## config.mk

```make
export PLATFORM = sky130hd
export DESIGN_NAME = cdc_handshake_tx
export DESIGN_NICKNAME = d
export VERILOG_FILES = /design/src/rtl/cdc_handshake_tx.sv
export SDC_FILE = /design/constraint.sdc
export NUM_CORES = 1
export LEC_CHECK = 0
export ABC_CLOCK_PERIOD_IN_PS = 1250
export CAP_MARGIN = 40
export CORE_MARGIN = 2
export CORE_UTILIZATION = 34
export DETAILED_ROUTE_END_ITERATION = 10
export GPL_ROUTABILITY_DRIVEN = 0
export GPL_TIMING_DRIVEN = 0
export PLACE_DENSITY = 0.71
export REMOVE_ABC_BUFFERS = 1
export SLEW_MARGIN = 10
export SYNTH_ARGS = -nofsm -noshare
export SYNTH_HDL_FRONTEND = slang
export SYNTH_SLANG_ARGS = --single-unit
export TNS_END_PERCENT = 30
```

## constraint.sdc

```tcl
create_clock -name iw_clk -period 1.25 [get_ports iw_clk]
set_clock_uncertainty 0.2 [all_clocks]
set_input_delay 0.125 -clock iw_clk [delete_from_list [all_inputs] [get_ports iw_clk]]
set_output_delay 0.125 -clock iw_clk [all_outputs]
set_load 0.03 [all_outputs]
```

## src/rtl/cdc_handshake_tx.sv

```systemverilog
// Source half of a toggle req/ack CDC link; optional ack timeout flag via CDC_HANDSHAKE_TX_TIMEOUT_EN.
// Latency: word on owv_xdata/ow_xreq one edge after accept; ow_done p_SYNC_DEPTH+1 edges after accept with looped ack.
// Backpressure: ow_ready low from accept until the synchronized ack matches ow_xreq; iw_valid ignored meanwhile.
module cdc_handshake_tx #(
    parameter int p_WIDTH      = 8,
    parameter int p_SYNC_DEPTH = 2,
    parameter int p_TIMEOUT    = 1023
) (
    input  logic               iw_clk,
    input  logic               iw_rst,
    input  logic [p_WIDTH-1:0] iwv_data,
    input  logic               iw_valid,
    output logic               ow_ready,
    output logic [p_WIDTH-1:0] owv_xdata,
    output logic               ow_xreq,
    input  logic               iw_xack,
    output logic               ow_done,
    output logic               ow_timeout
);

    typedef enum logic [0:0] {
        S_IDLE = 1'b0,
        S_WAIT = 1'b1
    } state_t;

    state_t                 state;
    state_t                 state_d;
    logic                   accept;
    logic                   complete;
    logic [p_SYNC_DEPTH-1:0] ack_sync;
    logic                   ack_s;
    logic [p_WIDTH-1:0]     xdata_q;
    logic                   xreq_q;
    logic                   done_q;

    generate
        if (p_SYNC_DEPTH < 2 || p_TIMEOUT < 1) begin : g_bad_param
            $error("cdc_handshake_tx: p_SYNC_DEPTH must be >= 2 and p_TIMEOUT >= 1");
        end
    endgenerate

    // Ack synchronizer; the async input only ever reaches stage 0.
    always_ff @(posedge iw_clk or posedge iw_rst) begin
        if (iw_rst) begin
            ack_sync <= '0;
        end else begin
            ack_sync <= {ack_sync[p_SYNC_DEPTH-2:0], iw_xack};
        end
    end

    assign ack_s = ack_sync[p_SYNC_DEPTH-1];

    always_comb begin
        state_d  = state;
        accept   = 1'b0;
        complete = 1'b0;
        case (state)
            S_IDLE: begin
                if (iw_valid) begin
                    accept  = 1'b1;
                    state_d = S_WAIT;
                end
            end
            S_WAIT: begin
                if (ack_s == xreq_q) begin
                    complete = 1'b1;
                    state_d  = S_IDLE;
                end
            end
            default: state_d = S_IDLE;
        endcase
    end

    always_ff @(posedge iw_clk or posedge iw_rst) begin
        if (iw_rst) begin
            state   <= S_IDLE;
            xdata_q <= '0;
            xreq_q  <= 1'b0;
            done_q  <= 1'b0;
        end else begin
            state  <= state_d;
            done_q <= complete;
            if (accept) begin
                xdata_q <= iwv_data;
                xreq_q  <= ~xreq_q;
            end
        end
    end

    assign ow_ready  = (state == S_IDLE);
    assign owv_xdata = xdata_q;
    assign ow_xreq   = xreq_q;
    assign ow_done   = done_q;

`ifdef CDC_HANDSHAKE_TX_TIMEOUT_EN
    localparam int CW = $clog2(p_TIMEOUT + 1);

    logic [CW-1:0] wait_cnt;
    logic          timeout_q;

    // Flag only; the transfer keeps waiting and completes normally if ack arrives.
    always_ff @(posedge iw_clk or posedge iw_rst) begin
        if (iw_rst) begin
            wait_cnt  <= '0;
            timeout_q <= 1'b0;
        end else if (accept) begin
            wait_cnt <= '0;
        end else if (state == S_WAIT && wait_cnt != CW'(p_TIMEOUT)) begin
            wait_cnt <= wait_cnt + CW'(1);
            if (wait_cnt == CW'(p_TIMEOUT - 1)) begin
                timeout_q <= 1'b1;
            end
        end
    end

    assign ow_timeout = timeout_q;
`else
    assign ow_timeout = 1'b0;
`endif

endmodule

```

# == Word-level counts from Yosys, hierarchy flattened ==
# Index checks and enable logic that the tools add are counted.
# Widths: inputs -> output; s select.
# totals
ramBits,0
regBits,13
inputBits,12
memories,0
mem_bits_ro,0
latch_bits,0
elab_cells,14
# classes
n_shift,0
n_div,0
order_cmp,0
n_bitwise,2
addsub,0
n_eq_ne,1
n_mux,6
mul,0
n_reduce_logical,0
# ops
op,count
$mux 1,5
$not 1->1,2
$pmux 1 s2,1
$eq 1x1->1,1

# == Logic depth before layout (Yosys ltp) ==
# Gate-level depths: netlist (run 1).
# depth
word_depth,3
depth_mapped,3
ltp_nobuf,2

# == Worst setup path after synthesis (run 1) ==
# No wires, ideal clock.
# synth_path
path_kind,register to register
startpoint,reg state
endpoint,"reg xdata_q[0], in the netlist owv_xdata[0]"
stages_incl_launch_ff,4
path_buffers,1
required_ps,925
arrival_time_ps,985
setup_time_ps,125
period_less_slack_ps,1310
slack_ps,-60
cell_sequence,dfrtp_1 nor2b_1 buf_6 mux2_4
# synth_via
elab_chain_cells,1
# synth_lines
element,line_no,text
from (decl),26,state_t state;
from (signal assigned),81,state <= state_d;
$mux 1,57,case (state)
to (signal assigned),84,xdata_q <= iwv_data;
to (decl),32,logic [p_WIDTH-1:0] xdata_q;
# No other way between the ends.
# A chain may end at the register's enable or synchronous reset.

# == Worst setup path after layout (run 1) ==
# layout_path
startpoint,reg state
endpoint,"reg xdata_q[4], in the netlist owv_xdata[4]"
# Same word-level chain as after synthesis.

==> flow_metrics.env, run 1 <==
export IMPL_status="finished with violations"
export IMPL_violations="hold timing, setup timing"
export IMPL_start_util_pct=35.4
export IMPL_grt_ovfl_total=0
export IMPL_ir_drop_uv=1110
export IMPL_drv_slew=0
export IMPL_chipWidth_um=42.9
export IMPL_critical_path_startpoint_type="flip-flop"
export IMPL_htreeDepth=1
export IMPL_path_max_fanout=5
export IMPL_power_frac_seq_pct=34.6
export IMPL_area_delta_synth_final_pct=57.7
export IMPL_yosys_warnings=0
export IMPL_cellPowerDensity_nw_per_um2=2610
export IMPL_layout_common_cells="dfrtp_1 (12), clkdlybuf4s50_1 (11), clkdlybuf4s15_2 (9)"
export IMPL_dp_cells=69
export IMPL_syn_instance_count=32
export IMPL_synthesis_area_um2=514
export IMPL_power_frac_clock_pct=11.8
export IMPL_p_switching_uw=814
export IMPL_hp_class="in2async"
export IMPL_ant_nets=0
export IMPL_cp_required_ns=1.20
export IMPL_drc=0
export IMPL_clkLatencyLatePin_ns=0.27
export IMPL_drive_gt1_share_pct=45.8
export IMPL_hold_viol=13
export IMPL_fin_tns_setup_ns=-0.713
export IMPL_utilization_pct=55.8
export IMPL_grt_pass1_wl_um=1500
export IMPL_maxCapViolations=0
export IMPL_cp_cell_sequence="nor2b_4, buf_6, mux2_4"
export IMPL_whs_ns=-0.0268
export IMPL_synth_seq_area_share_pct=63.3
export IMPL_numCtsBuffers=3
export IMPL_die_h_um=42.9
export IMPL_critPathKind="reg2reg"
export IMPL_drt_initial_drc_count=5
export IMPL_slowest_delay_ns=0.44
export IMPL_ys_ff_latch=13
export IMPL_switching_share_pct=38.5
export IMPL_rows=14
export IMPL_grt_max_degree=14
export IMPL_finalWorstSetupSlack_ns=-0.0863
export IMPL_num_nets_final=72
export IMPL_first_global_vias=364
export IMPL_cts_buffer_depth=2
export IMPL_vias=324
export IMPL_combPwrFrac_pct=53.6
export IMPL_worst_setup_path_end_kind="flip-flop"
export IMPL_layout_commonest_cell="dfrtp_1"
export IMPL_diodes=0
export IMPL_fp_coreArea_um2=1450
export IMPL_cts_tree="yes"
export IMPL_path_clk_slew_ns=0.08
export IMPL_total_power_mw=2.12
export IMPL_vias_per_cell=4.32
export IMPL_wirelength_um=882
export IMPL_avgSynthCellArea_um2=16.1
export IMPL_port_buffers=22
export IMPL_crit_arrival_ns=1.29
export IMPL_cts_sinks=13
export IMPL_post_drt_wl_per_cell_um=11.8
export IMPL_die_area_um2=1840
export IMPL_setup_viol_count_final=14
export IMPL_rsz0062_at_grt="true"
export IMPL_cpMaxStageDelayCell="dfrtp_2"
export IMPL_dr_pass1_iters=2
export IMPL_io_pins=24
export IMPL_synth_cell_type_count=12
export IMPL_grt_use_total_pct=11.7
export IMPL_period_share_pct=107
export IMPL_cts_root_buf="clkbuf_4"
export IMPL_antenna_found_initial=0
export IMPL_p_leak_nw=0.374
export IMPL_fmax_mhz=748
export IMPL_layoutNonFillerInstCount=75
export IMPL_period_needed_ns=1.34
export IMPL_p_int_mw=1.30
kinds of logic (layout without fill, tap and decap cells):
logic type | count (synthesis) | after routing | share of synthesized area, %
flops | 13 | 13 | 63.3
buf+inv | 4 | 31 | 5.11
other cells | 1 | 1 | 0.729
simple gates | 3 | 3 | 3.16
mux | 8 | 8 | 23.4
xor+xnor | 2 | 2 | 3.41
compound gates | 1 | 1 | 0.972
cells in the mapped netlist:
master	number	area [um2]
a21oi_1	1	5.00
and2_1	1	6.26
buf_4	1	7.51
buf_6	1	11.3
conb_1	1	3.75
dfrtp_1	13	325
inv_1	2	7.51
mux2_4	8	120
nor2_1	1	3.75
nor2b_1	1	6.26
xnor2_1	1	8.76
xor2_1	1	8.76
layer usage:
metal / routed length, um / vias to the layer above / track usage [%]
met4: 0 / 0 / 9.38
met3: 60 / 0 / 2.98
met1: 378 / 157 / 13.9
met2: 443 / 14 / 17.6
li1: - / 153 / -
met5: 0 / - / 0
through the flow:
step	hold slack, ns	worst slack, ns	area (um2)
2_1_floorplan	-0.198	-0.486	495
3_3_place_gp	0.139	-0.923	736
3_5_place_dp	0.145	-0.776	743
4_1_cts	-0.0182	-0.0988	807
5_1_grt	0.0415	-0.137	811
6_report	-0.0268	-0.0863	811
state kept, by name, indices dropped and copies added, names as in the netlist:
name and flops:
owv_xdata 8, ack_sync 2, ow_done 1, ow_xreq 1, state 1
worst max-delay path, delay by kind of cell (launching register included):
kind          cells  cell delay (ns)
flops             1             0.44
mux               1             0.29
simple gates      1             0.15
buf+inv           1             0.14
area by class of cell:
cell class | instances | area, um2
Fill cell | 131 | 643
Inverter | 2 | 7.51
Timing Repair Buffer | 25 | 260
Sequential cell | 13 | 327
Tap cell | 16 | 20.0
Clock buffer | 4 | 26.3
Multi-Input combinational cell | 15 | 170
what timing repair did:
action                                  in CTS  in global routing
gates resized for setup                     43                  3
endpoints found under the setup margin      20                 20
setup buffers                                2                  0
hold endpoints to repair                    13                  0
path summary, 6_finish.rpt:
| kind | startpoint | to | slack [ns] | depth (start not counted) |
|---|---|---|---|---|
| worst max register to register | state | owv_xdata[4] | -0.09 | 3 |
| worst min-delay path | iw_rst | ack_sync[0] | -0.03 | 2 |
| min in group iw_clk | iw_xack | ack_sync[0] | 0.11 | 1 |
| max in group asynchronous | iw_rst | state | 0.52 | 2 |
| worst max-delay path | state | owv_xdata[4] | -0.09 | 3 |
| worst min register to register | ack_sync[0] | ack_sync[1] | 0.16 | 0 |
power by group through the flow:
stage / Combinational, mW / Sequential [mW] / Clock, mW
after detailed placement: 1.14 / 0.726 / 0
after global placement: 1.12 / 0.721 / 0
after CTS: 1.14 / 0.729 / 0.271
after floorplan: 0.367 / 1.04 / 0
final: 1.14 / 0.731 / 0.250
after global routing: 1.20 / 0.759 / 0.282
Power figures use the tool's default switching activity.
==> run 2: changes to the inputs <==
--- a/config.mk
+++ b/config.mk
@@ -9,6 +9,7 @@
 export CAP_MARGIN = 40
 export CORE_MARGIN = 2
 export CORE_UTILIZATION = 34
+export CTS_CLUSTER_DIAMETER = 200
 export DETAILED_ROUTE_END_ITERATION = 10
 export GPL_ROUTABILITY_DRIVEN = 0
 export GPL_TIMING_DRIVEN = 0
==> constraint.sdc (replaced) <==
create_clock -name iw_clk -period 1.25 [get_ports iw_clk]
set_clock_uncertainty 0.2 [all_clocks]
set_input_delay 0.25 -clock iw_clk [delete_from_list [all_inputs] [get_ports iw_clk]]
set_output_delay 0.25 -clock iw_clk [all_outputs]
set_load 0.03 [all_outputs]
==> flow_metrics.env, run 2 (synthesis results as in run 1) <==
export IMPL_status="finished with violations"
export IMPL_violations="setup timing"
export IMPL_cellPowerDensity_nw_per_um2=2770
export IMPL_grt_pass1_wl_um=1590
export IMPL_finalWorstSetupSlack_ns=-0.100
export IMPL_pre_cts_ws_ns=-0.901
export IMPL_critPathBufInv=2
export IMPL_diodes=0
export IMPL_cts_buffer_depth=2
export IMPL_postCtsHoldBufs=0
export IMPL_regArea_um2=327
export IMPL_period_share_pct=108
export IMPL_rows=14
export IMPL_vias=336
export IMPL_path_clk_slew_ns=0.08
export IMPL_start_util_pct=35.4
export IMPL_cts_root_buf="clkbuf_4"
export IMPL_final_area_um2=815
export IMPL_multi_input_area_um2=170
export IMPL_rsz0062_at_grt="true"
export IMPL_dr_pass1_iters=2
export IMPL_num_nets_final=73
export IMPL_antenna_found_initial=0
export IMPL_cpMaxStageDelayCell="dfrtp_2"
export IMPL_switching_share_pct=38.3
export IMPL_cts_tree="yes"
export IMPL_whs_ns=0.0942
export IMPL_setup_viol_count_final=20
export IMPL_fp_coreArea_um2=1450
export IMPL_path_max_fanout=5
export IMPL_worst_setup_path_end_kind="output pin"
export IMPL_drv_slew=0
export IMPL_combPwrFrac_pct=55.1
export IMPL_io_pins=24
export IMPL_clkLatencyLatePin_ns=0.27
export IMPL_critPathKind="reg2out"
export IMPL_critical_path_startpoint_type="flip-flop"
export IMPL_die_h_um=42.9
export IMPL_drive_gt1_share_pct=48.3
export IMPL_slowest_delay_ns=0.45
export IMPL_power_frac_clock_pct=11.5
export IMPL_numCtsBuffers=3
export IMPL_total_power_mw=2.25
export IMPL_fmax_mhz=741
export IMPL_fin_tns_setup_ns=-0.987
export IMPL_fill_cells=135
export IMPL_crit_arrival_ns=0.90
export IMPL_reg2reg_slack_ns=-0.10
export IMPL_post_drt_wl_per_cell_um=12.1
export IMPL_grt_max_degree=14
export IMPL_cp_required_ns=0.80
export IMPL_ir_drop_uv=1180
export IMPL_p_int_mw=1.39
export IMPL_drt_initial_drc_count=4
export IMPL_first_global_vias=384
export IMPL_htreeDepth=1
export IMPL_grt_ovfl_total=0
export IMPL_ant_nets=0
export IMPL_die_area_um2=1840
export IMPL_dpl_cell_area_um2=743
export IMPL_vias_per_cell=4.42
export IMPL_power_frac_seq_pct=33.5
export IMPL_hp_class="in2async"
export IMPL_area_delta_synth_final_pct=58.4
export IMPL_crit_family="flip-flops"
export IMPL_cp_cell_sequence="inv_2, buf_6"
export IMPL_p_switching_uw=862
export IMPL_maxCapViolations=0
export IMPL_largest_reg_flops=8
export IMPL_period_needed_ns=1.35
export IMPL_chipWidth_um=42.9
export IMPL_grt_use_total_pct=12.3
export IMPL_cts_sinks=13
export IMPL_wirelength_um=923
export IMPL_layout_common_cells="dfrtp_1 (12), buf_6 (12), clkdlybuf4s50_1 (10)"
export IMPL_p_leak_nw=0.392
export IMPL_drc=0
export IMPL_hold_viol=0
export IMPL_port_buffers=22
==> run 2: metrics by stage <==
| stage | util (%) | std cells |
|---|---|---|
| 2_1_floorplan | - | 30 |
| 3_3_place_gp | 50.6 | 68 |
| 3_5_place_dp | 51.1 | 69 |
| 4_1_cts | 56.4 | 76 |
| 5_1_grt | 56.0 | 76 |
| 6_report | 56.0 | 76 |
==> run 2: layer usage <==
| metal | vias up | track usage (%) | wire length, um |
|---|---|---|---|
| met4 | 0 | 9.38 | 0 |
| met3 | 0 | 2.55 | 66 |
| li1 | 155 | - | - |
| met2 | 14 | 19.7 | 494 |
| met5 | - | 0 | 0 |
| met1 | 167 | 14.1 | 362 |
==> run 2: worst paths after layout <==
path,startpoint,depth (start not counted),to
worst max-delay path,state,2,ow_ready
worst min-delay path,iw_rst,2,ack_sync[1]
worst max register to register,state,3,owv_xdata[4]
worst min register to register,ack_sync[0],0,ack_sync[1]
max in group asynchronous,iw_rst,2,state
min in group iw_clk,ack_sync[0],0,ack_sync[1]
==> run 2: final cells by class <==
| type | count | share of cell area [%] |
|---|---|---|
| multi-input cells | 15 | 20.9 |
| inverters | 2 | 0.922 |
| flip-flops and latches | 13 | 40.1 |
| repair buffers | 26 | 32.4 |
| well taps | 16 | 2.46 |
| clock buffers | 4 | 3.23 |
==> run 2: timing repair <==
action / 4_1_cts / 5_1_grt
pin swaps: 0 / 1
hold endpoints to repair: 0 / 0
setup buffers: 3 / 0
resized for setup: 78 / 4
setup endpoints to repair: 20 / 20
==> run 2: power by group through the flow <==
stage / logic [mW] / clock network [mW] / registers, mW
6_report: 1.24 / 0.258 / 0.754
3_5_place_dp: 1.14 / 0 / 0.726
5_1_grt: 1.31 / 0.286 / 0.778
3_3_place_gp: 1.12 / 0 / 0.721
4_1_cts: 1.26 / 0.271 / 0.747
2_1_floorplan: 0.367 / 0 / 1.04
==> run 3: changes to the inputs <==
--- a/config.mk
+++ b/config.mk
@@ -7,7 +7,6 @@
 export LEC_CHECK = 0
 export ABC_CLOCK_PERIOD_IN_PS = 1250
 export CAP_MARGIN = 40
-export CORE_MARGIN = 2
 export CORE_UTILIZATION = 34
 export CTS_CLUSTER_DIAMETER = 200
 export DETAILED_ROUTE_END_ITERATION = 10
==> flow_metrics.env, run 3 (synthesis results as in run 1) <==
export IMPL_setup_viol_count_final=15
export IMPL_clkLatencyLatePin_ns=0.27
export IMPL_chipWidth_um=40.9
export IMPL_drv_slew=0
export IMPL_critical_path_startpoint_type="flip-flop"
export IMPL_hpwl_um=633
export IMPL_numCtsBuffers=3
export IMPL_vias_per_cell=4.20
export IMPL_num_nets_final=77
export IMPL_grt_pass1_wl_um=1320
export IMPL_io_pins=24
export IMPL_p_leak_nw=0.414
export IMPL_layout_common_cells="dfrtp_1 (13), buf_6 (13), clkdlybuf4s50_1 (10)"
export IMPL_grt_max_degree=14
export IMPL_routed_wl_met2_um=435
export IMPL_rsz0062_at_grt="true"
export IMPL_cts_buffer_depth=2
export IMPL_start_util_pct=38.1
export IMPL_hold_viol=0
export IMPL_drt_initial_drc_count=0
export IMPL_grt_use_total_pct=12.8
export IMPL_wirelength_um=902
export IMPL_ir_drop_uv=1340
export IMPL_port_buffers=22
export IMPL_dpl_cell_area_um2=746
export IMPL_grt_ovfl_total=0
export IMPL_htreeDepth=1
export IMPL_finalWorstSetupSlack_ns=-0.103
export IMPL_largest_reg_flops=8
export IMPL_cts_root_buf="clkbuf_4"
export IMPL_wirelength_met1_um=395
export IMPL_dr_pass1_iters=1
export IMPL_diodes=0
export IMPL_maxCapViolations=0
export IMPL_fp_coreArea_um2=1350
export IMPL_area_delta_synth_final_pct=65.0
export IMPL_antenna_found_initial=0
export IMPL_fmax_mhz=739
export IMPL_period_needed_ns=1.35
export IMPL_path_max_fanout=6
export IMPL_worst_setup_path_end_kind="flip-flop"
export IMPL_hp_class="in2async"
export IMPL_drive_gt1_share_pct=50.0
export IMPL_cts_sinks=13
export IMPL_die_h_um=40.9
export IMPL_period_share_pct=108
export IMPL_drc=0
export IMPL_ant_nets=0
export IMPL_path_clk_slew_ns=0.08
export IMPL_final_area_um2=848
export IMPL_die_area_um2=1670
export IMPL_first_global_vias=327
export IMPL_critPathKind="reg2reg"
export IMPL_highest_layer="met3"
export IMPL_rows=13
export IMPL_vias=332
export IMPL_cp_required_ns=1.20
export IMPL_layoutNonFillerInstCount=79
export IMPL_status="finished with violations"
export IMPL_wl_met3_um=70
export IMPL_violations="setup timing"
export IMPL_cts_tree="yes"
export IMPL_dp_cells=68
export IMPL_post_drt_wl_per_cell_um=11.4
export IMPL_cellPowerDensity_nw_per_um2=2780
export IMPL_crit_arrival_ns=1.30
[run 3: cell types whose count changed in the layout (fill, tap and decap cells not counted)]
| cell | before | now |
|---|---|---|
| buf_2 | 1 | 0 |
| buf_6 | 12 | 13 |
| dfrtp_2 | 1 | 0 |
| buf_4 | 2 | 6 |
| dfrtp_1 | 12 | 13 |
[run 3: per-layer routing]
layer,track usage (%),up-vias
met2,20.7,18
met5,0,-
li1,-,163
met1,15.0,151
met3,3.26,0
met4,7.50,0
[run 3: layout make-up]
cell class / count / area (um2)
Sequential cell: 13 / 325
Clock buffer: 4 / 26.3
Inverter: 2 / 7.51
Tap cell: 15 / 18.8
Fill cell: 120 / 502
Timing Repair Buffer: 30 / 300
Multi-Input combinational cell: 15 / 170
[run 3: repair_timing]
action	CTS	global route
gates resized for setup	80	2
endpoints found under the setup margin	20	20
hold buffers	0	0
pin swaps	0	1
buffers inserted	7	0
[run 3: worst paths after layout]
kind,depth (start not counted),to,from,slack (ns)
min,2,ow_xreq,iw_rst,0.1
max in group asynchronous,2,owv_xdata[2],iw_rst,0.42
min in group iw_clk,0,ack_sync[1],ack_sync[0],0.16
max,3,owv_xdata[5],state,-0.10
min reg2reg,0,ack_sync[1],ack_sync[0],0.16
max reg2reg,3,owv_xdata[5],state,-0.10
[run 3: report_power, final]
group / leakage [nW] / switching [mW] / total [mW] / internal [mW]
clock network: 0.0150 / 0.126 / 0.249 / 0.123
logic: 0.245 / 0.607 / 1.36 / 0.750
registers: 0.153 / 0.144 / 0.749 / 0.606
total: 0.414 / 0.877 / 2.36 / 1.48
[run 3: critical path: stages (launching register included)]
cell     delay (ns)
dfrtp_1        0.43
nor2b_4        0.15
buf_6          0.15
mux2_4         0.30
[run 3: through the flow]
stage / hold WS (ns) / worst slack (ns) / utilization [%] / TNS (ns) / total power, mW
2_1_floorplan: -0.0730 / -0.486 / - / -4.19 / 1.41
3_3_place_gp: 0.133 / -1.05 / 54.4 / -11.55 / 1.84
3_5_place_dp: 0.150 / -0.780 / 55.2 / -8.52 / 1.88
4_1_cts: 0.112 / -0.103 / 62.6 / -0.800 / 2.37
5_1_grt: 0.148 / -0.138 / 62.8 / -1.51 / 2.49
6_report: 0.0996 / -0.103 / 62.8 / -0.811 / 2.36
